--- config.mk ---
export PLATFORM = sky130hd
export DESIGN_NAME = cve2_wb_stage
export DESIGN_NICKNAME = d
export VERILOG_FILES = /design/src/rtl/cve2_pkg.sv /design/src/rtl/cve2_wb_stage.sv
export SDC_FILE = /design/constraint.sdc
export NUM_CORES = 1
export LEC_CHECK = 0
export BUFFER_PORTS_ARGS = -buffer_cell sky130_fd_sc_hd__clkbuf_2
export CORE_MARGIN = 4
export CORE_UTILIZATION = 40
export CTS_CLUSTER_SIZE = 16
export DETAILED_ROUTE_END_ITERATION = 8
export MAX_ROUTING_LAYER = met4
export PLACE_DENSITY = 0.89
export REMOVE_ABC_BUFFERS = 1
export SLEW_MARGIN = 20
export SYNTH_ARGS = -nofsm -noshare
export SYNTH_HDL_FRONTEND = slang
export SYNTH_SLANG_ARGS = --single-unit
--- constraint.sdc ---
create_clock -name clk_i -period 1.3 [get_ports clk_i]
set_input_delay 0.26 -clock clk_i [delete_from_list [all_inputs] [get_ports clk_i]]
set_output_delay 0.26 -clock clk_i [all_outputs]
set_load 0.05 [all_outputs]
--- src/rtl/cve2_pkg.sv ---
`default_nettype none
// ============================================================================
// Module      : cve2_pkg
// Description : Shared types for the CVE2 core slice (writeback stage).
// Revision    : 1.0 - initial release
// ============================================================================
package cve2_pkg;

    // Kind of instruction held in writeback; loads/stores wait on the LSU.
    typedef enum logic [1:0] {
        WB_INSTR_LOAD  = 2'b00,
        WB_INSTR_STORE = 2'b01,
        WB_INSTR_OTHER = 2'b10
    } wb_instr_type_e;

endpackage
`default_nettype wire

--- src/rtl/cve2_wb_stage.sv ---
`default_nettype none
// ============================================================================
// Module      : cve2_wb_stage
// Description : Writeback stage; registered one-entry stage or passthrough.
// Revision    : 1.0 - initial release
// ============================================================================
module cve2_wb_stage
    import cve2_pkg::*;
#(
    parameter bit WritebackStage = 1'b1,
    parameter int RegFileAddrW   = 5
) (
    input  wire logic                    clk_i,
    input  wire logic                    rst_i,

    input  wire logic                    en_wb_i,
    input  wb_instr_type_e               instr_type_wb_i,
    input  wire logic [31:0]             pc_id_i,
    input  wire logic                    instr_is_compressed_id_i,
    input  wire logic                    instr_perf_count_id_i,

    input  wire logic [RegFileAddrW-1:0] rf_waddr_id_i,
    input  wire logic [31:0]             rf_wdata_id_i,
    input  wire logic                    rf_we_id_i,

    input  wire logic [31:0]             rf_wdata_lsu_i,
    input  wire logic                    rf_we_lsu_i,
    input  wire logic                    lsu_resp_valid_i,
    input  wire logic                    lsu_resp_err_i,

    output logic                         ready_wb_o,
    output logic                         rf_write_wb_o,
    output logic                         outstanding_load_wb_o,
    output logic                         outstanding_store_wb_o,
    output logic [31:0]                  pc_wb_o,
    output logic [31:0]                  rf_wdata_fwd_wb_o,

    output logic [RegFileAddrW-1:0]      rf_waddr_wb_o,
    output logic [31:0]                  rf_wdata_wb_o,
    output logic                         rf_we_wb_o,

    output logic                         perf_instr_ret_wb_o,
    output logic                         perf_instr_ret_compressed_wb_o,
    output logic                         perf_instr_ret_wb_spec_o,
    output logic                         perf_instr_ret_compressed_wb_spec_o,

    output logic                         instr_done_wb_o
);

    logic        rf_we_id_sel;
    logic [31:0] rf_wdata_id_sel;
    logic        lsu_err_resp;

    assign lsu_err_resp = lsu_resp_valid_i & lsu_resp_err_i;

    generate
        if (WritebackStage) begin : g_writeback_stage
            logic                    wb_valid_q;
            logic                    wb_valid_d;
            logic                    wb_capture;
            logic                    wb_done;
            logic [31:0]             pc_q;
            logic [RegFileAddrW-1:0] waddr_q;
            logic [31:0]             wdata_q;
            logic                    we_q;
            wb_instr_type_e          type_q;
            logic                    compressed_q;
            logic                    perf_count_q;

            always_comb begin
                wb_done    = wb_valid_q & ((type_q == WB_INSTR_OTHER) | lsu_resp_valid_i);
                wb_capture = en_wb_i & (~wb_valid_q | wb_done);
                wb_valid_d = wb_valid_q;
                if (wb_capture) begin
                    wb_valid_d = 1'b1;
                end else if (wb_done) begin
                    wb_valid_d = 1'b0;
                end
            end

            always_ff @(posedge clk_i) begin
                if (rst_i) begin
                    wb_valid_q   <= 1'b0;
                    pc_q         <= 32'h0;
                    waddr_q      <= '0;
                    wdata_q      <= 32'h0;
                    we_q         <= 1'b0;
                    type_q       <= WB_INSTR_OTHER;
                    compressed_q <= 1'b0;
                    perf_count_q <= 1'b0;
                end else begin
                    wb_valid_q <= wb_valid_d;
                    if (wb_capture) begin
                        pc_q         <= pc_id_i;
                        waddr_q      <= rf_waddr_id_i;
                        wdata_q      <= rf_wdata_id_i;
                        we_q         <= rf_we_id_i;
                        type_q       <= instr_type_wb_i;
                        compressed_q <= instr_is_compressed_id_i;
                        perf_count_q <= instr_perf_count_id_i;
                    end
                end
            end

            // Loads and stores never write ID data; load data comes from the LSU.
            assign rf_we_id_sel    = wb_valid_q & we_q & (type_q == WB_INSTR_OTHER);
            assign rf_wdata_id_sel = wdata_q;
            assign rf_waddr_wb_o   = waddr_q;

            assign instr_done_wb_o        = wb_done;
            assign ready_wb_o             = ~wb_valid_q | wb_done;
            assign rf_write_wb_o          = wb_valid_q & we_q;
            assign rf_wdata_fwd_wb_o      = wdata_q;
            assign outstanding_load_wb_o  = wb_valid_q & (type_q == WB_INSTR_LOAD);
            assign outstanding_store_wb_o = wb_valid_q & (type_q == WB_INSTR_STORE);
            assign pc_wb_o                = pc_q;

            assign perf_instr_ret_wb_o                 = wb_done & perf_count_q & ~lsu_err_resp;
            assign perf_instr_ret_compressed_wb_o      = perf_instr_ret_wb_o & compressed_q;
            assign perf_instr_ret_wb_spec_o            = wb_valid_q & perf_count_q & ~wb_done;
            assign perf_instr_ret_compressed_wb_spec_o = perf_instr_ret_wb_spec_o & compressed_q;
        end else begin : g_passthrough
            logic unused_wb_passthrough;

            assign unused_wb_passthrough = ^{pc_id_i, instr_type_wb_i, clk_i, rst_i};

            assign rf_we_id_sel    = rf_we_id_i;
            assign rf_wdata_id_sel = rf_wdata_id_i;
            assign rf_waddr_wb_o   = rf_waddr_id_i;

            assign instr_done_wb_o        = 1'b0;
            assign ready_wb_o             = 1'b1;
            assign rf_write_wb_o          = 1'b0;
            assign rf_wdata_fwd_wb_o      = 32'h0;
            assign outstanding_load_wb_o  = 1'b0;
            assign outstanding_store_wb_o = 1'b0;
            assign pc_wb_o                = 32'h0;

            assign perf_instr_ret_wb_o                 = instr_perf_count_id_i & en_wb_i & ~lsu_err_resp;
            assign perf_instr_ret_compressed_wb_o      = perf_instr_ret_wb_o & instr_is_compressed_id_i;
            assign perf_instr_ret_wb_spec_o            = 1'b0;
            assign perf_instr_ret_compressed_wb_spec_o = 1'b0;
        end
    endgenerate

    // One-hot AND-OR select between ID result and LSU load data.
    assign rf_we_wb_o    = rf_we_id_sel | rf_we_lsu_i;
    assign rf_wdata_wb_o = ({32{rf_we_id_sel}} & rf_wdata_id_sel) |
                           ({32{rf_we_lsu_i}}  & rf_wdata_lsu_i);

    a_rf_write_onehot : assert property (@(posedge clk_i) disable iff (rst_i)
        $onehot0({rf_we_id_sel, rf_we_lsu_i}));

    a_no_handover_when_busy : assert property (@(posedge clk_i) disable iff (rst_i)
        en_wb_i |-> ready_wb_o);

endmodule
`default_nettype wire

==> out/results.md, run 1 <==
| Result | Value | Unit |
|:---|:---|:---|
| Data arrival time of the critical path | 1.61 | ns |
| Class of the tightest hold or removal check | input port to flop | - |
| Sw frac | 33.5 | % |
| Placed cell areas | 5210 | sq um |
| HPWL reported at the end of detailed placement | 8.11 | mm |
| Number of nets with antenna violations after routing | 0 | - |
| Placeable core area | 9280 | sq um |
| Flop-to-flop setup slack | -0.33 | ns |
| Floorplan die height | 106 | um |
| Endpoint kind of the worst setup timing path | output port | - |
| Outcome | complete, but fails checks | - |
| CTS max path bufs | 2 | - |
| Count of boundary I/O pins | 223 | - |
| Smallest setup slack after layout | -0.566 | ns |
| Clock insertion delay at the later pin of the skew report | 0.34 | ns |
| Post-Synthesis Mean Instance Area | 10.0 | sq um |
| DRT Pass-1 Iters | 4 | - |
| Routed vias | 3719 | - |
| Slew at the pin closest to its max-slew limit | 0.248 | ns |
| Violations in the final reports | setup timing | - |
| Internal Dissipation | 0.00449 | W |
| Portion of total power attributed to combinational logic | 32.9 | % |
| Count of unresolved DRC violations after routing | 0 | - |
| Fin. Hold Viols | 0 | - |
| Via density | 4.91 | - |
| Iteration-0 DRC Markers | 129 | - |
| Fraction of the cycle the final worst path needs | 144 | % |
| Count of synthesis-stage warnings from yosys | 0 | - |
| Clock tree from TritonCTS | yes | - |
| Mapped cell area | 3820 | sq um |
| Max Transition Viols Final | 0 | - |
| Maximum capacitance violations | 0 | - |
| Diode insertion count for antenna repair | 0 | - |
| Crit path from | g_writeback_stage.type_q[0] | - |
| Overall die area | 11200 | sq um |
| Post-route setup TNS | -38.18 | ns |
| Final weighted congestion in routability-driven placement | 0.790 | - |
| Sequential share of the synthesized area | 39.3 | % |
| Number of buffers inserted for hold repair after clock tree synthesis | 0 | - |
| Growth of design area from synthesis to finish | 71.3 | % |
| Wire length of the first global-routing pass | 20.4 | mm |
| Reg-to-Reg Start | g_writeback_stage.wb_valid_q | - |
| Peak fanout along the critical path | 7 | - |
| Maximum number of pins on one net before global-route repair | 85 | - |
| Clock skew | 0.0144 | ns |
| Netlist cell types | 24 | - |
| Number of buffer cells added on primary ports | 222 | - |
| Number of clock sinks | 75 | - |
| CTS H-tree lvls | 3 | - |
| Overall track demand over capacity in global routing | 23.8 | % |
| Vias in the first global route | 3853 | - |
| F_max | 0.536 | GHz |
| Relative contribution of sequential cells to total power | 38.1 | % |
| Switching Power | 0.00227 | W |
| Starting density of the core | 41.2 | % |
| DRT Wirelength | 14.0 | mm |
| Leading cell type in the layout, fill and taps excluded | sky130_fd_sc_hd__nand2b_1 | - |
| Type of the setup path with the least slack | flop to output port | - |
| Number of enable flip-flop cells after synthesis | 0 | - |
| Clock root buffer | sky130_fd_sc_hd__clkbuf_8 | - |
| Final setup violation count | 116 | - |
| Number of rows created at floorplan | 35 | - |
| Maximum vdd ir drop | 0.657 | mV |
| Layout Cell Area excl Fill | 6550 | sq um |
| Final Instance Count excl. Fillers | 757 | - |
| Total CTS buffers | 9 | - |
| Share of layout cells above drive strength 1 | 50.3 | % |
| Data required time at the worst endpoint | 1.04 | ns |
| Critical path startpoint category | flop | - |
| Fraction of registers with async set/reset | 0 | % |
| Placed insts | 716 | - |
| Main flop type after synthesis | sky130_fd_sc_hd__dfxtp_1 | - |
| Width of the die | 106 | um |
| Power per unit of standard cell area | 1030 | nW/um^2 |
| LEAKAGE | 3.14 | nW |
| Most used cells in the layout excluding fill and tap cells | sky130_fd_sc_hd__nand2b_1, sky130_fd_sc_hd__clkbuf_2, sky130_fd_sc_hd__dfxtp_1 | - |
| Overflow left after global routing | 0 | - |
| Slew HR | 83.0 | % |
| Mapped Cells | 381 | - |
| Antenna violations before repair | 0 | - |
| Average detailed-routed wire length per instance | 18.5 | um |
| Share of power burned in the clock network | 29.0 | % |
| Reg2Reg Capture Point | pc_wb_o[15] | - |
| Total of fill cells in the finished design | 681 | - |
| Cells on worst reg2reg path | 8 | - |
| Unrepaired setup endpoints after global routing | true | - |
| Final standard cell utilization of the core | 70.5 | % |
| Critical Path Sink | rf_wdata_wb_o[13] | - |
| Overall power | 0.00675 | W |
| Post-synthesis sequential element count | 75 | - |
| # nets final | 735 | - |
| Final period demand of the worst path | 1.87 | ns |
| Clock-pin transition on the worst setup and hold timing paths | 0.09 | ns |
-- cells in the mapped netlist, types with 2 or more instances --
| cell | n | share of area [%] |
|---|---|---|
| sky130_fd_sc_hd__clkbuf_1 | 19 | 1.9 |
| sky130_fd_sc_hd__nand2_1 | 2 | 0.20 |
| sky130_fd_sc_hd__buf_4 | 2 | 0.39 |
| sky130_fd_sc_hd__buf_8 | 6 | 2.4 |
| sky130_fd_sc_hd__buf_6 | 4 | 1.2 |
| sky130_fd_sc_hd__nor2_1 | 3 | 0.29 |
| sky130_fd_sc_hd__nand2b_1 | 147 | 24 |
| sky130_fd_sc_hd__a22o_1 | 32 | 7.3 |
| sky130_fd_sc_hd__mux2i_1 | 74 | 19 |
| sky130_fd_sc_hd__and2_1 | 4 | 0.65 |
| sky130_fd_sc_hd__dfxtp_1 | 75 | 39 |
-- cell type report --
| cell class | count | area, sq um | area share, % |
|---|---|---|---|
| timing repair buffer | 263 | 2390 | 36.5 |
| sequential | 75 | 1510 | 23.1 |
| multi-input combinational | 274 | 2260 | 34.6 |
| tap | 129 | 161 | 2.47 |
| clock buffer | 10 | 128 | 1.95 |
| clock inverter | 6 | 90.1 | 1.38 |
-- flip-flops by register name (all words and copies together), names as in the netlist --
signal                          flops
g_writeback_stage.compressed_q      1
g_writeback_stage.we_q              1
rf_waddr_wb_o                       5
g_writeback_stage.perf_count_q      1
pc_wb_o                            32
g_writeback_stage.type_q            2
rf_wdata_fwd_wb_o                  32
g_writeback_stage.wb_valid_q        1
-- critical path: stages (launching register included) --
cell                        delay, ns
sky130_fd_sc_hd__dfxtp_4         0.37
sky130_fd_sc_hd__nor2b_4         0.12
sky130_fd_sc_hd__and2_4          0.25
sky130_fd_sc_hd__clkbuf_16       0.19
sky130_fd_sc_hd__a22o_1          0.18
sky130_fd_sc_hd__buf_8           0.16
-- power groups by stage --
| stage | logic, W | registers [W] | clock network, W |
|---|---|---|---|
| after detailed placement | 0.00176 | 0.00261 | 0 |
| after floorplan | 0.000673 | 0.00308 | 0 |
| after global routing | 0.00232 | 0.00259 | 0.00216 |
| after global placement | 0.00173 | 0.00260 | 0 |
| final | 0.00222 | 0.00257 | 0.00196 |
| after CTS | 0.00215 | 0.00257 | 0.00202 |
-- routing by layer --
| metal | up-vias | routed length (um) | global-route usage, % |
|---|---|---|---|
| met3 | 20 | 906 | 6.98 |
| met5 | - | 0 | - |
| met1 | 1757 | 5480 | 27.2 |
| met4 | 0 | 267 | 7.03 |
| li1 | 1765 | - | - |
| met2 | 177 | 7350 | 40.4 |
-- repair_timing --
action	CTS	global route
setup buffers	13	5
gates resized for setup	127	114
cloned	12	3
setup endpoints to repair	122	155
pin swaps	6	6
-- worst min path at each step --
| stage | endpoint | cells after the start | start |
|---|---|---|---|
| 2_1_floorplan | g_writeback_stage.wb_valid_q | 1 | rst_i |
| 3_3_place_gp | pc_wb_o[2] | 2 | pc_wb_o[2] |
| 3_5_place_dp | g_writeback_stage.we_q | 2 | g_writeback_stage.we_q |
| 4_1_cts | g_writeback_stage.type_q[0] | 3 | instr_type_wb_i[0] |
| 5_1_grt | pc_wb_o[2] | 3 | pc_id_i[2] |
| 6_report | rf_wdata_fwd_wb_o[26] | 3 | rf_wdata_id_i[26] |
-- stage by stage --
step                      hold WS, ns  setup slack (ns)
final                           0.157            -0.566
after global routing            0.130            -0.634
after CTS                       0.123            -0.537
after detailed placement        0.460            -0.323
after global placement          0.457            -0.250
after floorplan                 0.332             -1.39
-- cell families after synthesis --
group,share of synthesized area (%)
mux,19.4
simple gates,27.1
buf+inv,5.89
flops,39.3
compound gates,8.38
Note: power is estimated with default switching activity, not from simulation.
==> run 2, diff against run 1 <==
CORE_UTILIZATION = 41   (was 40)
CTS_BUF_LIST = sky130_fd_sc_hd__clkbuf_2   (was unset)
PLACE_DENSITY = 0.83   (was 0.89)
==> run 2 against run 1 <==
The flow now stops in 5_1_grt. Synthesized cell count unchanged. Area after synthesis unchanged.
==> out/results.md, run 2 <==
| Result | Value | Unit | Delta |
|:---|:---|:---|:---|
| Outcome | stopped before the end | - |  |
| Last stage reached | 5_1_grt | - |  |
| Error message | [ERROR GRT-0232] Routing congestion too high. Check the congestion heatmap in the GUI. | - |  |
| Synth top area share | 39.3 | % | unchanged |
| Clock root buffer | sky130_fd_sc_hd__clkbuf_2 | - |  |
| CTS H-tree lvls | 3 | - | unchanged |
| Most common library cells after synthesis | sky130_fd_sc_hd__nand2b_1, sky130_fd_sc_hd__dfxtp_1, sky130_fd_sc_hd__mux2i_1 | - |  |
| Overflow left after global routing | 369 | - |  |
| Count of boundary I/O pins | 223 | - | unchanged |
| Worst EP kind | output port | - |  |
| Maximum number of pins on one net before global-route repair | 83 | - |  |
| Antenna violations before repair | 4 | - |  |
| Post-Synthesis Mean Instance Area | 10.0 | sq um | unchanged |
| CTS max path bufs | 2 | - | unchanged |
| Starting density of the core | 43.0 | % | +1.8 points |
| Main flop type after synthesis | sky130_fd_sc_hd__dfxtp_1 | - |  |
| Post-synth top area cell | sky130_fd_sc_hd__dfxtp_1 | - |  |
| End pin of the worst setup path after global-route repair | rf_wdata_wb_o[23] | - |  |
| Number of rows created at floorplan | 34 | - | -2.9% |
| Worst slack at placement | -0.336 | ns | -0.0122 ns |
| Mapped cell area | 3820 | sq um | unchanged |
| Fraction of registers with async set/reset | 0 | % | unchanged |
| Floorplan die height | 105 | um | -1.1% |
| Final weighted congestion in routability-driven placement | 0.728 | - | -7.9% |
| Most numerous cell in the Yosys netlist | sky130_fd_sc_hd__nand2b_1 | - |  |
| Number of buffer cells added on primary ports | 222 | - | unchanged |
| Main area contributors after synthesis | sky130_fd_sc_hd__dfxtp_1, sky130_fd_sc_hd__nand2b_1, sky130_fd_sc_hd__mux2i_1, sky130_fd_sc_hd__a22o_1, sky130_fd_sc_hd__buf_8 | - |  |
| Number of enable flip-flop cells after synthesis | 0 | - | unchanged |
| Width of the die | 105 | um | -1.1% |
| Count of synthesis-stage warnings from yosys | 0 | - | unchanged |
| Number of clock sinks | 75 | - | unchanged |
| Sequential share of the synthesized area | 39.3 | % | unchanged |
| Mapped Cells | 381 | - | unchanged |
| HPWL reported at the end of detailed placement | 7.88 | mm | -2.8% |
| Overall track demand over capacity in global routing | 84.5 | % |  |
| Netlist cell types | 24 | - | unchanged |
| Post-synthesis sequential element count | 75 | - | unchanged |
| Total CTS buffers | 9 | - | unchanged |
| Placed insts | 695 | - | -2.9% |
==> run 2: cell counts after synthesis <==
No cell type changed its count.
==> run 2: layer usage <==
metal	global-route usage (%)	overflow
met3	60.7	2
met1	78.2	0
met5	-	-
met2	105	245
met4	94.8	122
==> run 2: cell families after synthesis <==
family                 synth area share (%)
AO/OA/AOI/OAI                          8.38
buffers and inverters                  5.89
flip-flops                             39.3
multiplexers                           19.4
AND/OR/NAND/NOR                        27.1
==> run 2: what timing repair did <==
| item | CTS |
|---|---|
| setup endpoints to repair | 185 |
| gates resized for setup | 379 |
| pin swaps | 11 |
| buffers inserted | 21 |
| hold endpoints to repair | 75 |
| gates cloned | 11 |
| hold buffers | 75 |
==> run 2: stage by stage <==
step	util [%]	instance area, sq um
after global placement	58.7	5220
after floorplan	-	3600
after CTS	93.1	8280
after detailed placement	58.7	5220
==> run 3, diff against run 2 <==
CORE_UTILIZATION = 30   (was 41)
CTS_BUF_LIST = unset   (was sky130_fd_sc_hd__clkbuf_2)
CTS_CLUSTER_SIZE = unset   (was 16)
MAX_ROUTING_LAYER = unset   (was met4)
PLACE_DENSITY = unset   (was 0.83)
PLACE_DENSITY_LB_ADDON = 0.15   (was unset)
clock period = 1.7 ns   (was 1.3 ns; I/O delays follow)
==> run 3 against run 2 <==
The flow now finishes, with violations (setup timing).
==> out/results.md, run 3 (same netlist as run 1, synthesis figures left out) <==
| Result | Value | Unit | Delta |
|:---|:---|:---|:---|
| Outcome | complete, but fails checks | - |  |
| Violations in the final reports | setup timing | - |  |
| HPWL reported at the end of detailed placement | 7.89 | mm | +0.23% |
| CP peak stage delay | 0.32 | ns |  |
| Max Transition Viols Final | 0 | - |  |
| Unrepaired setup endpoints after global routing | true | - |  |
| Switching Power | 0.00169 | W |  |
| Total of fill cells in the finished design | 1150 | - |  |
| Most used cells in the layout excluding fill and tap cells | sky130_fd_sc_hd__clkbuf_2, sky130_fd_sc_hd__nand2b_1, sky130_fd_sc_hd__mux2i_1 | - |  |
| Number of buffer cells added on primary ports | 222 | - | unchanged |
| Overall power | 0.00555 | W |  |
| Leading cell type in the layout, fill and taps excluded | sky130_fd_sc_hd__clkbuf_2 | - |  |
| Smallest setup slack after layout | -0.175 | ns |  |
| Portion of total power attributed to combinational logic | 25.8 | % |  |
| Clock root buffer | sky130_fd_sc_hd__clkbuf_16 | - |  |
| LEAKAGE | 2.89 | nW |  |
| Final period demand of the worst path | 1.87 | ns |  |
| Width of the die | 121 | um | +16% |
| Placeable core area | 12300 | sq um |  |
| Endpoint kind of the worst setup timing path | output port | - |  |
| Overall track demand over capacity in global routing | 14.0 | % |  |
| Most used cell, CP | sky130_fd_sc_hd__and2_4 | - |  |
| Final weighted congestion in routability-driven placement | 0.739 | - | +1.6% |
| Total CTS buffers | 9 | - | unchanged |
| Wire length of the first global-routing pass | 16.5 | mm |  |
| Iteration-0 DRC Markers | 102 | - |  |
| Post-route setup TNS | -4.92 | ns |  |
| CTS H-tree lvls | 3 | - | unchanged |
| Slew HR | 77.4 | % |  |
| Maximum vdd ir drop | 0.494 | mV |  |
| Data arrival time of the critical path | 1.53 | ns |  |
| DRT Pass-1 Iters | 4 | - |  |
| Routed vias | 3388 | - |  |
| Placed cell areas | 5230 | sq um | +0.14% |
| Clock insertion delay at the later pin of the skew report | 0.33 | ns |  |
| Overall die area | 14600 | sq um |  |
| CP max stage cell | sky130_fd_sc_hd__dfxtp_2 | - |  |
| Smallest hold slack | 0.243 | ns |  |
| Area of the multi-input gates | 2150 | sq um |  |
| Final standard cell utilization of the core | 48.7 | % |  |
| Floorplan die height | 121 | um | +16% |
| Clock tree from TritonCTS | yes | - |  |
| Clock skew | 0.00337 | ns |  |
| Layout Cell Area excl Fill | 5970 | sq um |  |
| Maximum capacitance violations | 0 | - |  |
| Data required time at the worst endpoint | 1.36 | ns |  |
| Final setup violation count | 36 | - |  |
| Type of the setup path with the least slack | flop to output port | - |  |
| Number of rows created at floorplan | 40 | - | +18% |
| Share of power burned in the clock network | 38.9 | % |  |
| Growth of design area from synthesis to finish | 56.2 | % |  |
| Peak fanout along the critical path | 13 | - |  |
| Diode insertion count for antenna repair | 0 | - |  |
| CP Cell Sequence | and2_4 -> and2_4 -> clkbuf_16 -> a22o_4 -> buf_12 | - |  |
| Number of nets with antenna violations after routing | 0 | - |  |
| Sequential cell area in the final layout | 1510 | sq um |  |
| # nets final | 713 | - |  |
| Power per unit of standard cell area | 930 | nW/um^2 |  |
| Average detailed-routed wire length per instance | 13.8 | um |  |
| Count of boundary I/O pins | 223 | - | unchanged |
| DRT Wirelength | 10.7 | mm |  |
| Starting density of the core | 31.2 | % | -12 points |
| Via density | 4.38 | - |  |
| F_max | 0.533 | GHz |  |
| Internal Dissipation | 0.00386 | W |  |
| Class of the tightest hold or removal check | input port to flop | - |  |
| Sw frac | 30.4 | % |  |
| Relative contribution of sequential cells to total power | 35.3 | % |  |
| Number of buffers inserted for hold repair after clock tree synthesis | 0 | - | -100% |
| Slew at the pin closest to its max-slew limit | 0.339 | ns |  |
| Count of unresolved DRC violations after routing | 0 | - |  |
| Share of layout cells above drive strength 1 | 45.2 | % |  |
| Fraction of the cycle the final worst path needs | 110 | % |  |
| Maximum number of pins on one net before global-route repair | 115 | - |  |
| Number of clock sinks | 75 | - | unchanged |
| Critical path startpoint category | flop | - |  |
| Overflow left after global routing | 0 | - |  |
| Antenna violations before repair | 1 | - |  |
| Vias in the first global route | 3350 | - |  |
| Clock-pin transition on the worst setup and hold timing paths | 0.06 | ns |  |
| Fin. Hold Viols | 0 | - |  |
| CTS max path bufs | 2 | - | unchanged |
-- run 3: final cells by class --
cell class	count	area share, %
repair buffers	241	29.5
multi-input cells	274	36.0
clock inverters	7	1.95
flip-flops and latches	75	25.3
clock buffers	9	3.77
well taps	168	3.52
-- run 3: power by group through the flow --
stage | logic (W) | clock network [W] | registers, W
2_1_floorplan | 0.000515 | 0 | 0.00236
3_3_place_gp | 0.00133 | 0 | 0.00199
3_5_place_dp | 0.00134 | 0 | 0.00199
4_1_cts | 0.00142 | 0.00224 | 0.00196
5_1_grt | 0.00152 | 0.00232 | 0.00197
6_report | 0.00143 | 0.00216 | 0.00196
-- run 3: critical path, delay by kind of cell (launching register included) --
kind            cells  cell delay, ns
simple gates        2            0.33
compound gates      1            0.23
flops               1            0.32
buf+inv             2            0.33
-- run 3: final timing paths --
path                                startpoint                           to  slack, ns  cells after the start
setup / recovery  g_writeback_stage.wb_valid_q            rf_wdata_wb_o[24]      -0.17                      5
hold / removal              instr_type_wb_i[0]  g_writeback_stage.type_q[0]       0.24                      3
setup reg to reg  g_writeback_stage.wb_valid_q        rf_wdata_fwd_wb_o[30]       0.17                      7
hold reg to reg                    pc_wb_o[18]                  pc_wb_o[18]       0.47                      2
-- run 3: routing by layer --
layer  track usage (%)  wire length, um  vias to the layer above
li1                  -                -                     1715
met1              16.2             4360                     1525
met2              23.1             5100                      132
met3              6.06             1090                       14
met4              4.67              146                        2
met5                 0               20                        -
-- run 3: repair_timing --
item | in CTS | in global routing
setup buffers | 2 | 1
pin swaps | 5 | 2
gates resized for setup | 72 | 27
cloned | 0 | 1
setup endpoints to repair | 37 | 110
-- run 3: metrics by stage --
stage	std cells	setup slack, ns
CTS	772	-0.163
global route	774	-0.212
finish	774	-0.175
floorplan	349	-0.989
global placement	754	0.0108
detailed placement	754	-0.0181
